File: src/rtl/cpu_pkg.sv
// cpu_pkg: shared state encoding and instruction constants for proc_core
package cpu_pkg;
  typedef enum logic [2:0] {F_REQ, F_WAIT, EXEC, D_WAIT, O_WAIT, HALT} state_t;
  localparam logic [4:0] OP_NOP  = 5'b00000;
  localparam logic [4:0] OP_OUTM = 5'b00001;
  localparam logic [4:0] OP_OUTR = 5'b00010;
  localparam logic [4:0] OP_LDR  = 5'b00011;
  localparam logic [4:0] OP_STR  = 5'b00100;
  localparam logic [4:0] OP_ADD  = 5'b00101;
  localparam logic [4:0] OP_JMP  = 5'b00111;
  localparam logic [4:0] OP_JNZ  = 5'b01000;
  localparam logic [2:0] LDI_PFX = 3'b110;
  localparam logic [15:0] HALT_WORD = 16'h7777;
endpackage

File: src/rtl/proc_regfile.sv
// proc_regfile: GPR file, one write port, two combinational read ports, async clear
module proc_regfile #(
  parameter int DATA_W = 8,
  parameter int REG_COUNT = 32,
  localparam int RI = $clog2(REG_COUNT)
) (
  input  logic              clk,
  input  logic              rst,
  input  logic              we,
  input  logic [RI-1:0]     waddr,
  input  logic [DATA_W-1:0] wdata,
  input  logic [RI-1:0]     ra,
  output logic [DATA_W-1:0] rda,
  input  logic [RI-1:0]     rb,
  output logic [DATA_W-1:0] rdb
);
  localparam int N = 1 << RI;
  logic [DATA_W-1:0] regs [N];
  always_ff @(posedge clk or posedge rst)
    if (rst) for (int i = 0; i < N; i++) regs[i] <= '0;
    else if (we) regs[waddr] <= wdata;
  assign rda = regs[ra];
  assign rdb = regs[rb];
endmodule

File: src/rtl/proc_core.sv
// proc_core: multi-cycle 16-bit-instruction core with req/ack memory and valid/ready output port
module proc_core import cpu_pkg::*; #(
  parameter int DATA_W = 8,
  parameter int REG_COUNT = 32,
  parameter int PC_W = 8,
  parameter int ADDR_W = 16
) (
  input  logic              clk,
  input  logic              rst,
  output logic              mem_req,
  output logic              mem_we,
  output logic [ADDR_W-1:0] mem_addr,
  output logic [15:0]       mem_wdata,
  input  logic [15:0]       mem_rdata,
  input  logic              mem_ack,
  output logic              out_valid,
  output logic [15:0]       out_data,
  input  logic              out_ready,
  output logic              halted,
  output logic              illegal
);
  localparam int RI = $clog2(REG_COUNT);
  state_t state;
  logic [PC_W-1:0] pc, pc_inc;
  logic [15:0] ir;
  logic [4:0] op;
  logic is_halt, is_ldi, rf_we;
  logic [RI-1:0] ra, waddr;
  logic [DATA_W-1:0] rda, rdb, wdata;
  assign op = ir[15:11];
  assign is_halt = ir == HALT_WORD;
  assign is_ldi = ir[15:13] == LDI_PFX;
  assign pc_inc = pc + PC_W'(1);
  assign ra = op == OP_JNZ ? ir[6 +: RI] : ir[5 +: RI];
  assign waddr = is_ldi ? ir[8 +: RI] : ir[5 +: RI];
  assign rf_we = (state == EXEC && (is_ldi || op == OP_ADD)) || (state == D_WAIT && mem_ack && op == OP_LDR);
  assign wdata = is_ldi ? DATA_W'(ir[7:0]) : op == OP_ADD ? rda + rdb : mem_rdata[DATA_W-1:0];
  proc_regfile #(.DATA_W(DATA_W), .REG_COUNT(REG_COUNT)) u_rf (
    .clk(clk), .rst(rst), .we(rf_we), .waddr(waddr), .wdata(wdata),
    .ra(ra), .rda(rda), .rb(ir[RI-1:0]), .rdb(rdb)
  );
  always_ff @(posedge clk or posedge rst)
    if (rst) begin
      state <= F_REQ;
      pc <= '0;
      ir <= '0;
      mem_req <= 1'b0;
      mem_we <= 1'b0;
      mem_addr <= '0;
      mem_wdata <= '0;
      out_valid <= 1'b0;
      out_data <= '0;
      halted <= 1'b0;
      illegal <= 1'b0;
    end else
      case (state)
        F_REQ: begin
          mem_req <= 1'b1;
          mem_we <= 1'b0;
          mem_addr <= ADDR_W'(pc);
          state <= F_WAIT;
        end
        F_WAIT: if (mem_ack) begin
          ir <= mem_rdata;
          mem_req <= 1'b0;
          state <= EXEC;
        end
        EXEC:
          if (is_halt) begin
            halted <= 1'b1;
            state <= HALT;
          end else if (is_ldi || op == OP_ADD || op == OP_NOP) begin
            pc <= pc_inc;
            state <= F_REQ;
          end else if (op == OP_JMP) begin
            pc <= PC_W'(ir[10:0]);
            state <= F_REQ;
          end else if (op == OP_JNZ) begin
            pc <= rda != '0 ? PC_W'(ir[5:0]) : pc_inc;
            state <= F_REQ;
          end else if (op == OP_OUTM || op == OP_LDR || op == OP_STR) begin
            mem_req <= 1'b1;
            mem_we <= op == OP_STR;
            mem_addr <= op == OP_OUTM ? ADDR_W'(ir[10:0]) : ADDR_W'(rdb);
            mem_wdata <= 16'(rda);
            state <= D_WAIT;
          end else if (op == OP_OUTR) begin
            out_valid <= 1'b1;
            out_data <= 16'(rdb);
            state <= O_WAIT;
          end else begin
            illegal <= 1'b1;
            halted <= 1'b1;
            state <= HALT;
          end
        D_WAIT: if (mem_ack) begin
          mem_req <= 1'b0;
          if (op == OP_OUTM) begin
            out_data <= mem_rdata;
            out_valid <= 1'b1;
            state <= O_WAIT;
          end else begin
            pc <= pc_inc;
            state <= F_REQ;
          end
        end
        O_WAIT: if (out_ready) begin
          out_valid <= 1'b0;
          pc <= pc_inc;
          state <= F_REQ;
        end
        default: ;
      endcase
endmodule

File: config.mk
export PLATFORM = sky130hd
export DESIGN_NAME = proc_core
export DESIGN_NICKNAME = d
export VERILOG_FILES = /design/src/rtl/cpu_pkg.sv /design/src/rtl/proc_regfile.sv /design/src/rtl/proc_core.sv
export SDC_FILE = /design/constraint.sdc
export NUM_CORES = 1
export LEC_CHECK = 0
export ABC_AREA = 1
export CORE_UTILIZATION = 45
export DETAILED_ROUTE_END_ITERATION = 10
export PLACE_DENSITY_LB_ADDON = 0.05
export SKIP_CTS_REPAIR_TIMING = 1
export SYNTH_ARGS = -nofsm -noshare
export SYNTH_HDL_FRONTEND = slang
export SYNTH_SLANG_ARGS = --single-unit
export TNS_END_PERCENT = 30
File: constraint.sdc
create_clock -name clk -period 16.1 [get_ports clk]
set_input_delay 3.22 -clock clk [delete_from_list [all_inputs] [get_ports clk]]
set_output_delay 3.22 -clock clk [all_outputs]
set_load 0.02 [all_outputs]
-- Yosys cells after proc, flatten, opt, wreduce, memory -nomap -nowiden
Cells that the tools add are included.
- register bits after elaboration: 328
- logic and storage cells: 196
- output and inout port bits: 53
- bitwise logic cells: 9
- equal/unequal tests: 32
- multiplexer cells: 78
- $lt $le $gt $ge: 4
- reductions and logical operators: 28
- add/subtract/negate cells: 2
- operators by type and width (operator ; count):
    $bwmux W256 ; 1
    $mux W16 ; 13
    $mux W8 ; 15
    $bmux W8 S5 ; 2
    $pmux W16 S2 ; 2
    $demux W8 S5 ; 1
    $ne A2 B2 Y1 const B ; 14
    $mux W1 ; 27
    $mux W3 ; 9
    $pmux W8 S3 ; 1
    $reduce_and A6 Y1 ; 4
    $ge A6 B6 Y1 const B ; 3
    $not A5 Y6 ; 3
    $eq A16 B15 Y1 const B ; 1
    $eq A5 B3 Y1 const B ; 3
    $pmux W3 S5 ; 1
    $reduce_and A7 Y1 ; 2
    $mux W11 ; 1
    $eq A5 B2 Y1 const B ; 2
    $mux W5 ; 2
    $reduce_and A10 Y1 ; 1
    $reduce_and A9 Y1 ; 1
    $add A8 B1 Y8 const B ; 1
    $add A8 B8 Y8 ; 1
    other kinds (22) ; 42

-- Longest topological paths before layout
- depth in word-level cells: 13
- mapped depth: 29
- mapped depth without buffers: 25

-- By module
Synthesis repeated with hierarchy kept, for this count alone.
- cell total of the unflattened synthesis: 2670
- area total of the unflattened synthesis: 18462.7 um^2
- by module, submodules not included (module ; cells an instance ; area each (um^2) ; instances):
    proc_regfile ; 2104 ; 14269.9 ; 1
    proc_core ; 566 ; 4192.8 ; 1

-- Worst setup path after synthesis
OpenSTA, ideal clock, no wires.
- path kind: input port to flip-flop
- start: input mem_ack
- end: register u_rf.regs[184] (netlist bit)
- data arrival time: 4.583 ns
- path slack: 11.384 ns
- path buffers: 1
- stages: 8
- setup time: 0.133 ns
- cell sequence: inv_1 -> nor3_1 -> a21oi_1 -> buf_2 -> nor3_1 -> inv_1 -> nand2_1 -> o21ai_0
- cells in the longest elaborated chain, start to end: 3
- ends and longest elaborated chain (item ; line ; source):
    start, declared ; proc_core.sv:15 ; input logic mem_ack,
    $logic_and A1 B1 Y1 (2 in series) ; proc_core.sv:36 ; assign rf_we = (state == EXEC && (is_ldi || op == OP_ADD)) || (state == D_WAIT && mem_ack && op == OP_LDR);
    $logic_or A1 B1 Y1 ; proc_core.sv:36 ;
    end signal, assigned by index ; proc_regfile.sv:21 ; else if (we) regs[waddr] <= wdata;
    end, declared ; proc_regfile.sv:18 ; logic [DATA_W-1:0] regs [N];
No other way between the ends.
A chain may end at the register's enable or synchronous reset.

-- Worst setup path after layout
- start: register ir[0]
- end: register u_rf.regs[71] (netlist bit)
- cells in the longest elaborated chain, start to end: 8
- ends and longest elaborated chain (item ; line ; source):
    start, declared ; proc_core.sv:25 ; logic [15:0] ir;
    start signal, assigned ; proc_core.sv:64 ; ir <= mem_rdata;
    $not A5 Y6 (not written as such) ; proc_regfile.sv:23 ; assign rdb = regs[rb];
    $bmux W8 S5 ; proc_regfile.sv:23 ;
    $mux W8 (not written as such) (2 in series) ; proc_regfile.sv:23 ;
    $add A8 B8 Y8 ; proc_core.sv:37 ; assign wdata = is_ldi ? DATA_W'(ir[7:0]) : op == OP_ADD ? rda + rdb : mem_rdata[DATA_W-1:0];
    $mux W8 (2 in series) ; proc_core.sv:37 ;
    $bwmux W256 ; proc_regfile.sv:21 ;
No other way between the ends. The select of a mux whose other input is x is not followed.

==> out/qor.csv <==
stage,metric,value,unit
route,Routed WL,67900,µm
min_path,WHS Endpoint,halted$_DFFE_PP0P_,
min_path,hold depth,1,
logic_synthesis,ys async rst share,100,%
cts,# H-tree levels,2,
finish,"non-filler cells, final",3195,
logic_synthesis,synth warn,0,
grt,aggregate global routing overflow,0,
finish,layout cells sized above 1,5.86,%
critical_path,"Cell Chain, Critical Path","inv_2, buf_4, a21oi_1, o311ai_0, nand3_1, o21ai_0, ha_1, nand2_1, inv_1, o21ai_1, nand2_1, nand2_1, nand2_1, nand3_1, nand3_1, nand2_1, nand2_2, nand2_1, nand2_1",
grt,met3 capacity usage during global routing,5.93,%
sta,Tmin final,6.16,ns
placement,port buffer count,59,
route,# DRC,20,
critical_path,Crit Path Category,flop to flop,
placement,placed insts,3126,
floorplan,Die Wd,206,µm
sta,Final Skew,0.0162,ns
power_and_ir_drop,Sw Pwr,2.28,mW
route,Pre-antenna DRT Iters,9,
finish,ANT cells,0,
logic_synthesis,"top cells by area, synth","dfrtp_1 (43%), nand2_1 (18%), o21ai_0 (7.9%), nand3_1 (4.8%), a21oi_1 (4.7%)",
critical_path,arrival time worst endpoint,6.61,ns
power_and_ir_drop,register share of total power,27.0,%
sta,WHS,0.456,ns
floorplan,Starting Density,45.8,%
power_and_ir_drop,Sw Ratio,50.8,%
power_and_ir_drop,VDD IR max,0.000114,V
grt,antenna violations before repair,0,
flow_run,total of max-cap violations,0,
sta,RSZ-0062 raised after global routing,false,
power_and_ir_drop,Internal Pwr Total,2.20,mW
cts,Max clock buf depth,3,
outcome,failing checks,DRC,
critical_path,Worst Setup Start Kind,flop,
grt,largest net degree at the start of global routing,107,
logic_synthesis,Main synth FF type,dfrtp_1,
logic_synthesis,syn_area_per_cell,7.10,µm²
sta,max-slew violation count,0,
sta,max frequency,0.162,GHz
finish,post-layout instance area,20700,µm²
route,antenna-violating nets left,0,
power_and_ir_drop,power per cell area,216,nW/µm²
logic_synthesis,number of synthesized flops with an enable pin,0,
cts,Sink Count,323,
power_and_ir_drop,Logic pwr share,53.6,%
critical_path,R2R depth,19,
power_and_ir_drop,clock share of power,19.3,%
sta,period utilisation layout,38.2,%
critical_path,reg-to-reg critical path endpoint,u_rf.regs[71]$_DFFE_PP0P_,
logic_synthesis,post-synthesis sequential area ratio,43.1,%
grt,GR peak layer,met2,
critical_path,worst path required time,16.55,ns
sta,Tightest Pin Transition,1.23,ns
logic_synthesis,Yosys top cell area share,43.1,%
floorplan,die area,42500,µm²
critical_path,Reg2Reg Setup Slack,9.94,ns
sta,TNS Setup,0,ns
placement,Placed Instance Area,19500,µm²
floorplan,Die Span Y,206,µm
critical_path,Reg-to-Reg Start,ir[0]$_DFFE_PP0P_,
min_path,HP Start,halted$_DFFE_PP0P_,
logic_synthesis,most frequent cells after synthesis,"nand2_1 (900), dfrtp_1 (323), o21ai_0 (298)",
outcome,status,"complete, but fails checks",
grt,vias in the first global route,17065,
logic_synthesis,Yosys reg bits,323,
logic_synthesis,top-count cell post-synth,nand2_1,
critical_path,crit path from,ir[0]$_DFFE_PP0P_,
route,DRT iter0 DRCs,2087,
critical_path,Worst setup EP type,flop,
route,Avg WL per Cell,21.3,µm
cts,CTS Buf Count,39,
logic_synthesis,cell taking the most area after synthesis,dfrtp_1,
cts,CTS tree,yes,
finish,area growth from synthesis to layout,10.3,%
cts,clock-pin slew on the worst setup and hold paths,0.06,ns
grt,Overall Global Routing Usage,32.5,%
critical_path,worst-path maximum fanout,61,
critical_path,worst-path cell with the longest stage delay,o21ai_0,
route,total vias in the final route,18412,
finish,fin nets,2663,
floorplan,core area,41000,µm²
sta,final hold vios,0,
sta,Final Setup Violations,0,
placement,DP Wirelength,43800,µm
grt,global-route wire length before repair,104000,µm
critical_path,slowest cell delay on critical path,0.89,ns
logic_synthesis,mapped cell area,18800,µm²
power_and_ir_drop,Leak,9.74,nW
route,vias per std cell,5.76,
placement,GPL Wtd Cong,0.947,
sta,headroom to the max-slew limit,17.2,%
logic_synthesis,Syn Inst Count,2645,
cts,clock latency at the later pin of the worst-skew pair,0.58,ns
grt,met1 Use GR,45.5,%
min_path,Hold Crit Class,flop to flop,
grt,GR Layer Usage met2,49.9,%
floorplan,I/O Pins,73,
logic_synthesis,number of library cell types mapped by synthesis,47,
finish,Fillers,4142,
floorplan,num rows,74,
finish,Util after Layout,50.5,%
critical_path,critical path's most frequent cell,nand2_1,
cts,CTS root buffer,clkbuf_16,
==> placed cells by master (no fill, tap or decap), types with 3 or more instances in the layout <==
master and count:
conb_1 13, inv_2 17, clkinv_1 5, a21oi_1 174
o21ai_2 7, inv_1 197, xor2_1 4, dfrtp_1 321
o311ai_0 12, nor3_1 38, nand2_4 4, o21ai_0 296
inv_6 3, clkbuf_16 39, nand3_1 180, clkbuf_1 13
nand2_1 900, clkbuf_8 8, clkdlybuf4s50_1 59, xnor2_1 3
nand2_2 7, o22ai_1 17, o221ai_1 3, nor3_2 3
a211oi_1 5, clkinv_2 4, buf_4 45, nor2_4 3
ha_1 7, o21ai_1 21, nor2_1 150, o211ai_1 69
a31oi_1 6, nand4_1 4
==> layout make-up <==
type / count / area [µm²] / share of cell area [%]
multi-input combinational: 1947 / 8980 / 43.3
sequential: 323 / 8090 / 39.1
clock buffer: 60 / 1130 / 5.48
timing repair buffer: 104 / 928 / 4.48
inverter: 220 / 833 / 4.02
tap: 532 / 666 / 3.21
clock inverter: 9 / 83.8 / 0.405
==> how the worst max path moves through the flow <==
stage,endpoint,slack (ns),cells after the start
2_1_floorplan,halted$_DFFE_PP0P_,3.94,1
3_3_place_gp,u_rf.regs[184]$_DFFE_PP0P_,9.85,9
3_5_place_dp,u_rf.regs[184]$_DFFE_PP0P_,9.82,9
4_1_cts,u_rf.regs[65]$_DFFE_PP0P_,10.15,17
5_1_grt,u_rf.regs[81]$_DFFE_PP0P_,9.76,17
6_report,u_rf.regs[71]$_DFFE_PP0P_,9.94,19
==> through the flow <==
stage | power, mW | setup WS (ns)
global placement | 3.54 | 9.85
global route | 4.77 | 9.76
floorplan | 2.78 | 3.94
finish | 4.48 | 9.94
CTS | 4.44 | 10.15
detailed placement | 3.56 | 9.82
==> metal layers <==
layer	vias to the layer above	share of wire, %
met3	120	8.8
met2	900	45
met1	8780	43
met4	0	2.9
met5	-	0
li1	8612	-
==> logic make-up after synthesis <==
group / synth area share (%)
multiplexers: 0.0600
AND/OR/NAND/NOR: 28.2
flip-flops: 43.1
other: 0.0200
adder cells (fa/ha/maj): 0.573
AO/OA/AOI/OAI: 18.3
buffers and inverters: 9.40
XOR/XNOR: 0.327
==> state kept, by name, indices dropped and copies added, names as in the netlist, 3 cells and up <==
signal / flops
u_rf.regs: 256
ir: 16
out_data: 16
mem_addr: 11
mem_wdata: 8
pc: 8
state: 3
==> critical path, delay by kind of cell (launching register included) <==
family | cells | cell delay (ns)
compound gates | 4 | 1.84
fa+ha+maj | 1 | 0.39
buf+inv | 3 | 1.23
flops | 1 | 0.65
simple gates | 11 | 1.81
==> power groups by stage <==
stage | Combinational [mW] | Sequential, mW | Clock (mW)
2_1_floorplan | 1.59 | 1.19 | 0
6_report | 2.40 | 1.21 | 0.867
5_1_grt | 2.62 | 1.23 | 0.911
3_5_place_dp | 2.34 | 1.22 | 0
3_3_place_gp | 2.33 | 1.21 | 0
4_1_cts | 2.35 | 1.21 | 0.882
Power figures use the tool's default switching activity.
